**src/rtl/fetch_datapath_pkg.sv**
```systemverilog
// Shared definitions for the instruction fetch datapath: ALU opcodes,
// fetch FSM states and the default memory-wait timeout.
package fetch_datapath_pkg;

  // PC-update operation codes; only ADD is supported for the PC.
  localparam logic [2:0] ALU_ADD = 3'b001;

  // Default number of REQ cycles to wait for mem_ready before giving up.
  localparam int DEFAULT_TIMEOUT = 15;

  // Fetch FSM states.
  typedef enum logic [1:0] {
    ST_IDLE = 2'd0,
    ST_REQ  = 2'd1,
    ST_DONE = 2'd2
  } fetch_state_t;

endpackage : fetch_datapath_pkg

```
**src/rtl/fetch_datapath_pc_register.sv**
```systemverilog
// Program counter register with its +4 adder. Any PC write with an
// unsupported operation leaves the PC alone and flags bad_op for one cycle.
module pc_register
  import fetch_datapath_pkg::*;
#(
  parameter logic [31:0] RESET_PC = 32'h0000_0000
) (
  input  logic        clk,
  input  logic        rst,
  input  logic        PCwrite,
  input  logic [2:0]  AluOperation,
  output logic [31:0] pc,
  output logic        bad_op
);

  logic [31:0] pc_q;
  logic [31:0] pc_d;

  // Next PC: increment by 4 (wrapping naturally at 2^32) on a valid ADD write.
  always_comb begin
    pc_d   = pc_q;
    bad_op = 1'b0;
    if (PCwrite) begin
      if (AluOperation == ALU_ADD) begin
        pc_d = pc_q + 32'd4;
      end else begin
        bad_op = 1'b1;
      end
    end
  end

  // PC state register.
  always_ff @(posedge clk or posedge rst) begin
    if (rst) begin
      pc_q <= RESET_PC;
    end else begin
      pc_q <= pc_d;
    end
  end

  assign pc = pc_q;

endmodule : pc_register

```
**src/rtl/fetch_datapath.sv**
```systemverilog
// Instruction fetch datapath: PC register plus a three-state fetch FSM that
// issues one memory read per trigger, captures the returned word into the
// instruction register and keeps a sticky fault flag for every misuse.
module fetch_datapath
  import fetch_datapath_pkg::*;
#(
  parameter logic [31:0] RESET_PC = 32'h0000_0000,
  parameter int          TIMEOUT  = DEFAULT_TIMEOUT
) (
  input  logic        clk,
  input  logic        rst,
  input  logic        PCwrite,
  input  logic        IRwrite,
  input  logic [2:0]  AluOperation,
  input  logic        MemRead,
  output logic        mem_req,
  output logic [31:0] mem_addr,
  input  logic        mem_ready,
  input  logic [31:0] mem_rdata,
  output logic [31:0] pc,
  output logic [31:0] instr,
  output logic        instr_valid,
  output logic        busy,
  output logic        fault
);

  localparam int CNT_W = (TIMEOUT < 2) ? 1 : $clog2(TIMEOUT + 1);
  // Counter value on the final REQ cycle allowed before timing out.
  localparam logic [CNT_W-1:0] CNT_LAST = CNT_W'(TIMEOUT - 1);

  logic bad_op;
  logic trigger;

  fetch_state_t     state_q, state_d;
  logic             mem_req_q, mem_req_d;
  logic [31:0]      mem_addr_q, mem_addr_d;
  logic [31:0]      instr_q, instr_d;
  logic             instr_valid_q, instr_valid_d;
  logic [CNT_W-1:0] cnt_q, cnt_d;
  logic             fault_q, fault_d;

  pc_register #(
    .RESET_PC(RESET_PC)
  ) u_pc_register (
    .clk         (clk),
    .rst         (rst),
    .PCwrite     (PCwrite),
    .AluOperation(AluOperation),
    .pc          (pc),
    .bad_op      (bad_op)
  );

  // Either strobe starts a fetch; they are interchangeable.
  assign trigger = IRwrite | MemRead;

  // Fetch FSM next-state and registered-output logic. The fetch address is
  // taken from the current (pre-update) PC so a same-cycle PCwrite does not
  // affect it.
  always_comb begin
    state_d       = state_q;
    mem_req_d     = mem_req_q;
    mem_addr_d    = mem_addr_q;
    instr_d       = instr_q;
    instr_valid_d = 1'b0;
    cnt_d         = cnt_q;
    fault_d       = fault_q | bad_op;

    case (state_q)
      ST_IDLE: begin
        if (trigger) begin
          if (pc[1:0] == 2'b00) begin
            state_d    = ST_REQ;
            mem_req_d  = 1'b1;
            mem_addr_d = pc;
            cnt_d      = '0;
          end else begin
            fault_d = 1'b1;
          end
        end
      end

      ST_REQ: begin
        if (trigger) begin
          fault_d = 1'b1;
        end
        if (mem_ready) begin
          instr_d       = mem_rdata;
          instr_valid_d = 1'b1;
          mem_req_d     = 1'b0;
          state_d       = ST_DONE;
        end else if (cnt_q == CNT_LAST) begin
          fault_d   = 1'b1;
          mem_req_d = 1'b0;
          state_d   = ST_IDLE;
        end else begin
          cnt_d = cnt_q + CNT_W'(1);
        end
      end

      ST_DONE: begin
        if (trigger) begin
          fault_d = 1'b1;
        end
        state_d = ST_IDLE;
      end

      default: begin
        state_d   = ST_IDLE;
        mem_req_d = 1'b0;
      end
    endcase
  end

  // Fetch FSM state and output registers; reset drops mem_req at once.
  always_ff @(posedge clk or posedge rst) begin
    if (rst) begin
      state_q       <= ST_IDLE;
      mem_req_q     <= 1'b0;
      mem_addr_q    <= 32'd0;
      instr_q       <= 32'd0;
      instr_valid_q <= 1'b0;
      cnt_q         <= '0;
      fault_q       <= 1'b0;
    end else begin
      state_q       <= state_d;
      mem_req_q     <= mem_req_d;
      mem_addr_q    <= mem_addr_d;
      instr_q       <= instr_d;
      instr_valid_q <= instr_valid_d;
      cnt_q         <= cnt_d;
      fault_q       <= fault_d;
    end
  end

  assign mem_req     = mem_req_q;
  assign mem_addr    = mem_addr_q;
  assign instr       = instr_q;
  assign instr_valid = instr_valid_q;
  assign busy        = (state_q != ST_IDLE);
  assign fault       = fault_q;

endmodule : fetch_datapath

```
**config.mk**
```make
export PLATFORM = sky130hd
export DESIGN_NAME = fetch_datapath
export DESIGN_NICKNAME = d
export VERILOG_FILES = /design/src/rtl/fetch_datapath_pkg.sv /design/src/rtl/fetch_datapath_pc_register.sv /design/src/rtl/fetch_datapath.sv
export SDC_FILE = /design/constraint.sdc
export NUM_CORES = 1
export LEC_CHECK = 0
export BUFFER_PORTS_ARGS = -buffer_cell sky130_fd_sc_hd__buf_4
export CAP_MARGIN = 10
export CORE_MARGIN = 10
export CORE_UTILIZATION = 50
export DETAILED_ROUTE_END_ITERATION = 6
export PLACE_DENSITY = 0.82
export SETUP_SLACK_MARGIN = 0.2
export SLEW_MARGIN = 25
export SYNTH_ARGS = -nofsm -noshare
export SYNTH_HDL_FRONTEND = slang
export SYNTH_SLANG_ARGS = --single-unit
```
**constraint.sdc**
```tcl
create_clock -name clk -period 3.6 [get_ports clk]
set_input_delay 0.72 -clock clk [delete_from_list [all_inputs] [get_ports clk]]
set_output_delay 0.72 -clock clk [all_outputs]
set_load 0.1 [all_outputs]
```
==> results.txt, run 1 <==
The run finished with clean final reports. Setup violations remaining at the end of the flow were counted as 0. The hold violation count in the final report is 0. The register bit count reported by yosys came out at between 100 and 150. The data required time at the worst endpoint came out at 2.88 ns. The filler cells instantiated in the layout total a little over 600. The weighted congestion reported at the end of routability-driven placement is 0.787. The fraction of registers with async set or reset after synthesis came out at 100%. The number of sinks driven by the clock tree is a little over 100. The number of I/O pins is 141. The via count of the first global-routing pass came out at between 3000 and 4000. The synthesized netlist occupies a cell area of 4250 um^2. The first-pass detailed-route iteration total is 4.

The final global-route overflow total is 0. The number of gates resized after CTS was 0. Of the available clock period, the critical path in the final layout requires 60.7%. In this run the post-CTS setup repair buffer count came out at 0.

After detailed routing, the number of vias per cell comes to 5.19. The first global-routing pass estimated 16900 um of wire. Between clock sinks in the finished design, the worst skew comes to 0.0113 ns. The clock tree from TritonCTS is done. In the final timing run, aggregate negative setup slack is 0 ns. The worst reg-to-reg setup slack is 1.64 ns. Buffers inserted during clock tree synthesis total 9. STA classifies the critical path endpoint as a primary output. The library cell used most frequently in the layout, excluding fill and tap cells, is sky130_fd_sc_hd__buf_4. The width of the die came out at 112 um. The cell sitting at the root of the clock tree is a sky130_fd_sc_hd__clkbuf_8. The number of antenna diodes in the final layout is 0. In the final routed layout, each cell accounts on average for 17.6 um. The quantity of I/O buffers inserted on ports is 136. Entering global routing, the biggest net connects 43 pins. For this block, the initial DRC count from the detailed router was 127. After floorplanning, the core was divided into 33 placement rows. The HPWL after detailed placement came out at 7810 um. Yosys printed 0 warnings. The total number of vias is 3018. The number of antenna-violating nets in the routed design is 0.

CTS built an H-tree with a depth of 3. Setup repair after global routing left no endpoint under its margin. After detailed routing, the total wire length is 10200 um. In the layout the commonest cells are 139 x sky130_fd_sc_hd__buf_4, 101 x sky130_fd_sc_hd__dfrtp_1, 55 x sky130_fd_sc_hd__mux2_2. The die covers 12600 um^2.

The number of buffers on the longest clock path came out at 2. At the later pin of the worst-skew pair, clock insertion delay measures 0.36 ns. The effective utilization at floorplan came out at 51.5%. The worst setup path is of the reg2out kind.

The maximum frequency from static timing analysis came out at 0.457 GHz. The share of layout cells above drive strength 1 came out at 46.3%. The transition at the pin with the smallest max-transition slack came out at 0.692 ns.

The hold buffer count at cts is 0. Among all flip-flop cells after synthesis, the most frequent one is sky130_fd_sc_hd__dfrtp_1. The number of instances in the synthesized netlist is 331. The tool flagged a number of max-cap violations equal to 0. The initial antenna violation count came out at 0. The DRC violations left is 0. The number of synthesized flops with an enable pin is 0. The sequential area share after synthesis came out at about three fifths.

Counting distinct cell types in the post-synthesis netlist gives 39. Global routing used approximately 16% of the available tracks across all layers. The height of the chip is 112 um. The average cell area after synthesis came out at 12.8 um^2. Data arrives at the worst endpoint at 1.47 ns. The clock period could shrink to between 2 and 2.5 ns. The number of max-slew violations in the final report is 0.

The area growth from synthesis to layout is 31.1%. Along the worst path, the maximum fanout reaches 6. For this run, the post-layout net count is approximately 520. The type of the most critical hold path is in2async. The worst setup path is launched from a register. The clock-pin slew on the worst setup and hold paths is 0.09 ns. The max-slew headroom at the worst pin came out at 53.3%.

After floorplanning, the core was sized to cover between 8000 and 9000 um^2.
-- cell families (layout without fill, tap and decap cells) --
kind of cell | after synthesis | after routing | synth area share, %
DFF | 101 | 101 | 59.4
and+or+nand+nor | 89 | 89 | 11.8
other | 1 | 4 | 0.0882
adders and majority gates | 6 | 6 | 1.77
buffers and inverters | 26 | 169 | 2.85
muxes | 55 | 55 | 14.6
AOI/OAI and AO/OA | 24 | 24 | 3.47
xor gates and xnor gates | 29 | 29 | 5.97
-- through the flow --
step	utilization (%)	instances	worst slack, ns	hold slack (ns)	instance area (um^2)
6_report	67.5	582	1.41	0.390	5580
4_1_cts	67.2	581	1.40	0.410	5550
2_1_floorplan	-	334	0.233	0.489	4260
5_1_grt	67.5	582	1.30	0.417	5580
3_3_place_gp	65.1	565	1.15	0.464	5380
3_5_place_dp	65.1	565	1.06	0.485	5380
-- routing by layer --
metal,up-vias,part of all wire [%],track usage (%)
li1,1430,-,-
met4,0,2.5,6.60
met1,1483,40,19.4
met2,86,50,27.1
met5,-,0,0
met3,19,6.7,4.95
-- cells in the mapped netlist (all sizes together) (2+ instances only) --
cell type,instances,area [um^2]
dfrtp,101,2530
mux2,55,619
nand2,22,82.6
xor2,15,131
xnor2,14,123
nand3,13,65.1
nor2,13,48.8
o21ai,13,65.1
inv,12,45.0
buf,9,57.6
nand4,9,56.3
nor3,9,45.0
ha,6,75.1
nor4,5,56.3
a21oi,4,20.0
clkbuf,4,15.0
a22o,3,26.3
and3,3,18.8
and4,3,26.3
nand2b,2,12.5
or2,2,12.5
or3b,2,17.5
or4,2,18.8
-- worst max-delay path, cell delays in order, from the launching register on --
cell and delay [ns]:
sky130_fd_sc_hd__dfrtp_1 0.38, sky130_fd_sc_hd__inv_1 0.07, sky130_fd_sc_hd__ha_1 0.29, sky130_fd_sc_hd__inv_1 0.08, sky130_fd_sc_hd__buf_4 0.28
-- final timing paths --
path | from | end | cells after the start
worst max-delay path | state_q[0]$_DFFE_PP0P_ | busy | 4
worst min register to register | mem_addr[23]$_DFFE_PP0P_ | mem_addr[23]$_DFFE_PP0P_ | 2
min in group clk | mem_addr[23]$_DFFE_PP0P_ | mem_addr[23]$_DFFE_PP0P_ | 2
max in group asynchronous | rst | u_pc_register.pc[13]$_DFFE_PP0P_ | 3
worst max register to register | u_pc_register.pc[9]$_DFFE_PP0P_ | u_pc_register.pc[26]$_DFFE_PP0P_ | 4
worst min-delay path | rst | instr[0]$_DFFE_PP0P_ | 2
-- area by class of cell --
cell class	count	area [um^2]	area share, %
Sequential cell	101	2530	45.3
Multi-Input combinational cell	207	1630	29.2
Timing Repair Buffer	140	1070	19.2
Clock buffer	11	131	2.36
Tap cell	105	131	2.36
Inverter	13	51.3	0.920
Clock inverter	5	37.5	0.673
-- flip-flops by register name (all words and copies together) (netlist names) --
register          cells
instr                32
mem_addr             30
u_pc_register.pc     30
cnt_q                 4
state_q               2
fault                 1
instr_valid           1
mem_req               1
Power of run 1 is left out: the tool's default activity adds up to more than one toggle a clock period on the data nets, which glitch-free logic cannot reach.
==> run 2, diff against run 1 <==
Settings changed: ABC_AREA set to 1, CORE_UTILIZATION 50 to 47, PLACE_DENSITY 0.82 to 0.8.
Clock period 3.6 ns to 1.9 ns, I/O delays scaled along.
==> run 2 against run 1 <==
Synthesized area up 10%. Synthesized cell count is 62% higher. Largest cell class unchanged. Flip-flop and latch count unchanged. Critical endpoint unchanged. Critical path type unchanged.
==> results.txt, run 2 <==
The run finished with clean final reports. Relative to the synthesized area, the layout overhead comes to 31.5%. The transition at the pin with the smallest max-transition slack was 0.540 ns (-0.152 ns).

The antenna diode instance count is 0 (unchanged). The fraction of registers with async set or reset after synthesis came out at 100% (unchanged). The DRC violations left came out at 0 (unchanged). The standard cell area after detailed placement is 5930 um^2 (+10%). The final count of negative-setup-slack endpoints is 0 (unchanged).

The number of distinct standard cells referenced by the synthesized netlist is 30 (-23%). The arrival time at the worst endpoint is 1.25 ns (-0.22 ns). The weighted congestion reported at the end of routability-driven placement is 0.921 (+17%). The max-cap check violation count is 0 (unchanged). The register bit count reported by yosys is 101 (unchanged).

The largest fanout on the critical path is 5 (-1). The data required time at the worst endpoint is 1.52 ns (-1.36 ns). In this run the worst hold path is classified as in2async. Setup repair after global routing left no endpoint under its margin. The number of nets in the layout came out at 725 (+40%). The critical path is of the reg2out type.

The placeable core area is 9730 um^2 (+18%). Of the available clock period, the critical path in the final layout requires 86.0%. The height of the chip came out at 120 um (+6.9%). The post-synthesis cell area came out at 4690 um^2 (+10%). The sequential area share after synthesis was 53.9% (-5.6 points). The synthesized design spends more area on one cell type than any other, namely sky130_fd_sc_hd__dfrtp_1. The power per standard cell area is 1890 nW/um^2. The via count of the first global-routing pass is 4102 (+29%). After synthesis, the most frequently instantiated cells are 194 x sky130_fd_sc_hd__nand2_1, 101 x sky130_fd_sc_hd__dfrtp_1, 54 x sky130_fd_sc_hd__inv_1. The number of max-slew violations in the final report is 0 (unchanged).

The launching element type of the critical path is a register. The overall track demand over capacity in global routing came to 17.7% (+1.3 points). The final total negative setup slack came to 0 ns (unchanged). The max-slew headroom at the worst pin came out at 63.9% (+11 points). Of the total power, registers draw 27.4%.

The share of power burned in the clock network is 12.5%. The share of total power in combinational logic is about three fifths. The number of instances in the synthesized netlist is 535 (+62%).

The H-tree depth is 3 (unchanged). The shortest period the worst path allows came out at 1.63 ns. Cell internal power was estimated by the tool at 4.89 mW. TritonCTS built the clock tree. The number of flip-flops under the largest register name came out at 32 (unchanged). The most used flip-flop cell after synthesis is sky130_fd_sc_hd__dfrtp_1. Ranked by total cell area, the synthesized netlist is headed by sky130_fd_sc_hd__dfrtp_1 54%, sky130_fd_sc_hd__nand2_1 16%, sky130_fd_sc_hd__inv_1 4.3%.

The area share of the leading cell type in the synthesized netlist came out at 53.9% (-5.6 points). The worst clock skew came out at 0.00774 ns (-0.00355 ns). In this run the clock root is driven by a sky130_fd_sc_hd__clkbuf_8. The initial antenna violation count came out at 0 (unchanged). Timing would allow up to 0.612 GHz. The first-pass detailed-route iteration total is 4 (unchanged). The final global-route overflow total is 0 (unchanged).

In the layout the commonest cells are 194 x sky130_fd_sc_hd__nand2_1, 142 x sky130_fd_sc_hd__buf_4, 79 x sky130_fd_sc_hd__dfrtp_1. The via density per instance is 4.87 (-6.1%). Net switching is 58.2% of the power.

The number of sinks driven by the clock tree is 101 (unchanged). The clock latency of the later-clocked register in the worst-skew pair came to 0.37 ns (about the same). The leakage power figure came out at 3.27 nW. The global-route wire length before repair is 20800 um (+23%). The maximum number of pins on one net before global-route repair is 34 (-21%).

The quantity of I/O buffers inserted on ports came out at 136 (unchanged). The effective utilization at floorplan is 48.2% (-3.2 points). The CTS buffer count came out at 9 (unchanged). The net switching power of the design is slightly below 7 mW. The yosys synthesis warning count came out at 0 (unchanged). The library cell used most frequently in the layout, excluding fill and tap cells, is sky130_fd_sc_hd__nand2_1. The number of buffers on the longest clock path is 2 (unchanged). The number of antenna-violating nets in the routed design came out at 0 (unchanged). The HPWL after detailed placement came out at 9940 um (+27%).

The total number of vias came out at 3973 (+32%). The maximum vdd ir drop came out at 1660 uV. The routed wire length came out at 12600 um (+23%). The cell row count is 36 (+9.1%). The number of I/O pins is 141 (unchanged).

The clock-pin slew on the worst setup and hold paths is 0.09 ns (about the same). The average cell area after synthesis is 8.77 um^2 (-32%). The hold violation count in the final report is 0 (unchanged).

The number of synthesized flops with an enable pin was 0 (unchanged). The number of design-rule violations left by the first detailed-router iteration came out at 256 (+100%). The cell with the most instances after synthesis is sky130_fd_sc_hd__nand2_1. The share of layout cells above drive strength 1 is 34.8% (-11 points). The worst setup path is captured at a primary output.

The width of the die was 120 um (+6.9%). The count of filler cells inserted in the layout is 851 (+39%). The area of all placed cells without fillers came to 6170 um^2 (+11%). The total die area came to 14400 um^2 (+14%).

The post-detailed-route wirelength per cell is 15.4 um (-12%).
==> run 2: critical path, stage by stage (launching register included) <==
cell	delay, ns
sky130_fd_sc_hd__dfrtp_1	0.39
sky130_fd_sc_hd__inv_1	0.11
sky130_fd_sc_hd__ha_4	0.17
sky130_fd_sc_hd__inv_1	0.07
sky130_fd_sc_hd__buf_12	0.16
==> run 2: cells by family (layout without fill, tap and decap cells) <==
group / count (synthesis) / after routing / share of synthesized area, %
AND/OR/NAND/NOR: 283 / 283 / 28.6
adder cells (fa/ha/maj): 6 / 6 / 1.60
XOR/XNOR: 16 / 16 / 2.99
AO/OA/AOI/OAI: 47 / 47 / 5.25
buffers and inverters: 78 / 223 / 6.90
flip-flops: 101 / 101 / 53.9
multiplexers: 3 / 3 / 0.720
other: 1 / 4 / 0.0799
==> run 2: power groups by stage <==
stage | Clock, mW | Sequential, mW | Combinational [mW]
finish | 1.47 | 3.20 | 7.02
global route | 1.57 | 3.28 | 7.35
CTS | 1.49 | 3.20 | 7.04
detailed placement | 0 | 3.23 | 6.97
global placement | 0 | 3.20 | 6.87
floorplan | 0 | 7.26 | 1.40
==> run 2: per-stage QoR <==
stage | worst slack (ns) | total power [mW] | std cells | util (%) | hold WS [ns]
6_report | 0.265 | 11.7 | 816 | 63.4 | 0.0553
5_1_grt | 0.234 | 12.2 | 816 | 63.4 | 0.0763
4_1_cts | 0.209 | 11.7 | 815 | 63.3 | 0.0609
3_5_place_dp | 0.372 | 10.2 | 799 | 60.9 | 0.466
3_3_place_gp | 0.384 | 10.1 | 799 | 60.9 | 0.458
2_1_floorplan | 0.203 | 8.66 | 538 | - | 0.478
==> run 2: what timing repair did <==
item                                    in CTS  in global routing
resized for setup                            4                  2
endpoints found under the setup margin       1                  1
buffers inserted                             0                  1
hold endpoints to repair                     0                  0
hold buffers                                 0                  0
==> run 2: metal layers <==
| layer | wire length (um) | vias up | track usage, % |
|---|---|---|---|
| met2 | 6390 | 100 | 30.3 |
| met4 | 237 | 0 | 6.79 |
| met5 | 0 | - | 0 |
| met1 | 5200 | 1926 | 20.9 |
| li1 | - | 1931 | - |
| met3 | 772 | 16 | 4.41 |
==> run 2: path summary, 6_finish.rpt <==
path                                   startpoint                              end  slack [ns]  cells past startpoint
min                                           rst            instr_valid$_DFF_PP0_        0.06                      2
min in group clk                     mem_rdata[7]             instr[7]$_DFFE_PP0P_        0.20                      3
max reg2reg                state_q[1]$_DFFE_PP0P_            instr[21]$_DFFE_PP0P_        0.39                      7
max                        state_q[1]$_DFFE_PP0P_                             busy        0.27                      4
min reg2reg                  instr[2]$_DFFE_PP0P_             instr[2]$_DFFE_PP0P_        0.49                      2
max in group asynchronous                     rst  u_pc_register.pc[6]$_DFFE_PP0P_        1.20                      3
==> run 2: cell type report <==
cell class              instances  area (um^2)  share of cell area (%)
flip-flops and latches        101         2550                    41.4
multi-input cells             359         1880                    30.4
repair buffers                145         1130                    18.3
inverters                      62          236                    3.83
well taps                     133          166                    2.70
clock buffers                  12          135                    2.19
clock inverters                 4         72.6                    1.18
(Power assumes the default switching activity.)
==> run 3, diff against run 2 <==
Settings changed: BUFFER_PORTS_ARGS -buffer_cell sky130_fd_sc_hd__buf_4 to -buffer_cell sky130_fd_sc_hd__buf_2, CORE_ASPECT_RATIO set to 0.6.
==> run 3 against run 2 <==
Flip-flop and latch count stayed put. Global-route usage is 0.17 points higher. Via count is 1.9% higher. First-iteration DRC count is 5.1% higher. Critical path depth stayed put. Fmax is 0.32% lower. Combinational power is 5.0% lower. Cell area is 3.8% lower. Clock skew hardly changed. Total power is 1.5% higher. Largest power group unchanged.
==> results.txt, run 3 (synthesis results as in run 2) <==
The largest fanout on the critical path came to 5 (unchanged). The area of all placed cells without fillers is 5930 um^2 (-3.8%). The number of design-rule violations left by the first detailed-router iteration came to 269 (+5.1%). The HPWL after detailed placement is 9890 um (-0.48%).

The worst setup path is launched from a register. The routed wire length was 12800 um (+1.9%). The via density per instance was 4.97 (+2.1%).

The cell row count came to 28 (-22%). The slowest cell on the critical path is sky130_fd_sc_hd__dfrtp_1. The area of the multi-input gates came out at 1890 um^2 (+0.53%). The max-cap check violation count came to 0 (unchanged). The number of antenna-violating nets in the routed design came to 0 (unchanged). The most common library cell in the layout ignoring fill and taps is sky130_fd_sc_hd__nand2_1.

The worst hold path belongs to the class in2async. The biggest cell delay along the critical path was 0.40 ns (about the same). The hold violation count in the final report was 0 (unchanged). The worst clock skew is 0.00754 ns (-0.000202 ns). The global-route wire length before repair is 21000 um (+0.73%). The max-slew headroom at the worst pin is 62.5% (-1.4 points). The share of layout cells above drive strength 1 is 35.1% (+0.30 points).

The antenna diode instance count is 0 (unchanged). The share of the clock period used by the worst path came out at 86.3% (+0.28 points). The transition at the pin with the smallest max-transition slack is 0.562 ns (+0.0219 ns). The CTS buffer count is 9 (unchanged). The power per standard cell area is 2000 nW/um^2 (+5.6%). The relative area change from synthesis to final layout is 26.4%. The maximum frequency from static timing analysis came to 0.610 GHz (-0.32%).

The shortest period the worst path allows is 1.64 ns (+0.00531 ns). The final count of negative-setup-slack endpoints came out at 0 (unchanged). The number of sinks driven by the clock tree was 101 (unchanged).

The number of nets in the layout is 722 (-0.41%). The critical path goes through inv_1 > ha_4 > inv_1 > buf_12. The placeable core area was 9810 um^2 (+0.82%). The flow ran to the end, and the final reports show no timing, DRC or antenna violations.

Counting stages on the worst path, the most repeated cell is sky130_fd_sc_hd__inv_1. The standard cell area after detailed placement is 5560 um^2 (-6.3%). The maximum number of pins on one net before global-route repair came out at 102 (+200%). The quantity of I/O buffers inserted on ports came out at 136 (unchanged). The leakage power figure is 3.22 nW (-1.6%). The category of the critical setup timing path is reg2out.

The arrival time at the worst endpoint is 1.26 ns (about the same). The number of buffers on the longest clock path is 2 (unchanged). The number of max-slew violations in the final report is 0 (unchanged).

Setup repair after global routing left no endpoint under its margin. The via count of the first global-routing pass is 4001 (-2.5%). The initial antenna violation count is 0 (unchanged). The kind of end point of the critical path is a primary output. The final global-route overflow total came to 0 (unchanged). The height of the chip came to 97.4 um (-19%).

The count of filler cells inserted in the layout came to 870 (+2.2%). The final total negative setup slack came out at 0 ns (unchanged). The worst reg-to-reg setup slack came out at 0.35 ns (-0.04 ns).

The width of the die came out at 149 um (+24%). The total die area came out at 14500 um^2 (+0.91%). The overall track demand over capacity in global routing is 17.9% (+0.17 points). The overall power after layout is 11.9 mW (+1.5%). The effective utilization at floorplan is 47.8% (-0.39 points). The number of flip-flops under the largest register name is 32 (unchanged).

The number of I/O pins was 141 (unchanged). The data required time at the worst endpoint is 1.52 ns (about the same). The worst register-to-register path ends at fault$_DFF_PP0_. The DRC violations left is 0 (unchanged). The clock latency of the later-clocked register in the worst-skew pair is 0.34 ns (-0.03 ns). The post-detailed-route wirelength per cell came out at 15.7 um (+2.0%). The total number of vias came out at 4050 (+1.9%). The footprint of the flip-flops and latches came to 2550 um^2 (unchanged).

In the layout the commonest cells are 193 x sky130_fd_sc_hd__nand2_1, 133 x sky130_fd_sc_hd__buf_2, 79 x sky130_fd_sc_hd__dfrtp_1. The clock-pin slew on the worst setup and hold paths is 0.07 ns (-0.02 ns). The cell depth of the worst flop-to-flop path is 8 (+1).

The worst register-to-register path begins at state_q[1]$_DFFE_PP0P_. The H-tree depth came out at 3 (unchanged). The post-route core utilization is 60.5% (-2.9 points). The weighted congestion reported at the end of routability-driven placement came out at 0.912 (-0.99%). The clock tree from TritonCTS is done. The first-pass detailed-route iteration total came out at 5 (+1).

The maximum vdd ir drop was 1810 uV (+9.0%). CTS placed an instance of sky130_fd_sc_hd__clkbuf_16 at the clock tree root.
## run 3: changes by cell type in the layout (fill, tap and decap cells not counted), moves of 2 or more
cell and change:
sky130_fd_sc_hd__clkbuf_16 +9, sky130_fd_sc_hd__buf_2 +133, sky130_fd_sc_hd__clkbuf_8 -8, sky130_fd_sc_hd__clkbuf_1 -2, sky130_fd_sc_hd__clkbuf_4 +2, sky130_fd_sc_hd__buf_4 -137
## run 3: layout make-up
type                            count  share of cell area, %
Clock buffer                       11                   4.09
Clock inverter                      5                   1.41
Inverter                           62                   3.99
Multi-Input combinational cell    359                   31.8
Sequential cell                   101                   43.1
Tap cell                          135                   2.85
Timing Repair Buffer              142                   12.8
## run 3: power by group
group	switching, mW	total, mW	internal (mW)	leakage, nW
clock network	0.787	1.98	1.19	0.152
logic	5.64	6.67	1.03	1.83
registers	0.434	3.21	2.78	1.23
total	6.86	11.9	5.00	3.22
## run 3: how the worst max path moves through the flow
stage,startpoint,endpoint,slack [ns],cells past startpoint
4_1_cts,state_q[0]$_DFFE_PP0P_,busy,0.21,4
3_3_place_gp,MemRead,mem_addr[21]$_DFFE_PP0P_,0.32,6
5_1_grt,state_q[1]$_DFFE_PP0P_,busy,0.21,4
2_1_floorplan,u_pc_register.pc[25]$_DFFE_PP0P_,u_pc_register.pc[30]$_DFFE_PP0P_,0.20,7
3_5_place_dp,state_q[0]$_DFFE_PP0P_,mem_addr[21]$_DFFE_PP0P_,0.23,6
6_report,state_q[1]$_DFFE_PP0P_,busy,0.26,4
## run 3: per-stage QoR
| stage | setup slack, ns | hold slack, ns | instances |
|---|---|---|---|
| finish | 0.260 | 0.140 | 815 |
| global route | 0.210 | 0.219 | 815 |
| CTS | 0.209 | 0.216 | 814 |
| detailed placement | 0.226 | 0.460 | 798 |
| global placement | 0.322 | 0.457 | 798 |
| floorplan | 0.203 | 0.478 | 538 |
## run 3: repair_timing
item | 4_1_cts | 5_1_grt
setup buffers | 0 | 1
pin swaps | 0 | 1
resized for setup | 4 | 8
setup endpoints to repair | 1 | 50
hold buffers | 0 | 0
## run 3: critical path, delay by kind of cell, from the launching register on
kind,cells,cell delay [ns]
fa+ha+maj,1,0.17
flops,1,0.40
buf+inv,3,0.35
## run 3: routing by layer
metal  GRT usage (%)  wire (um)  vias up
met1            24.8       5880     1906
li1                -          -     1940
met5               0          0        -
met3            5.40       1130       18
met2            26.2       5650      186
met4            5.03        160        0
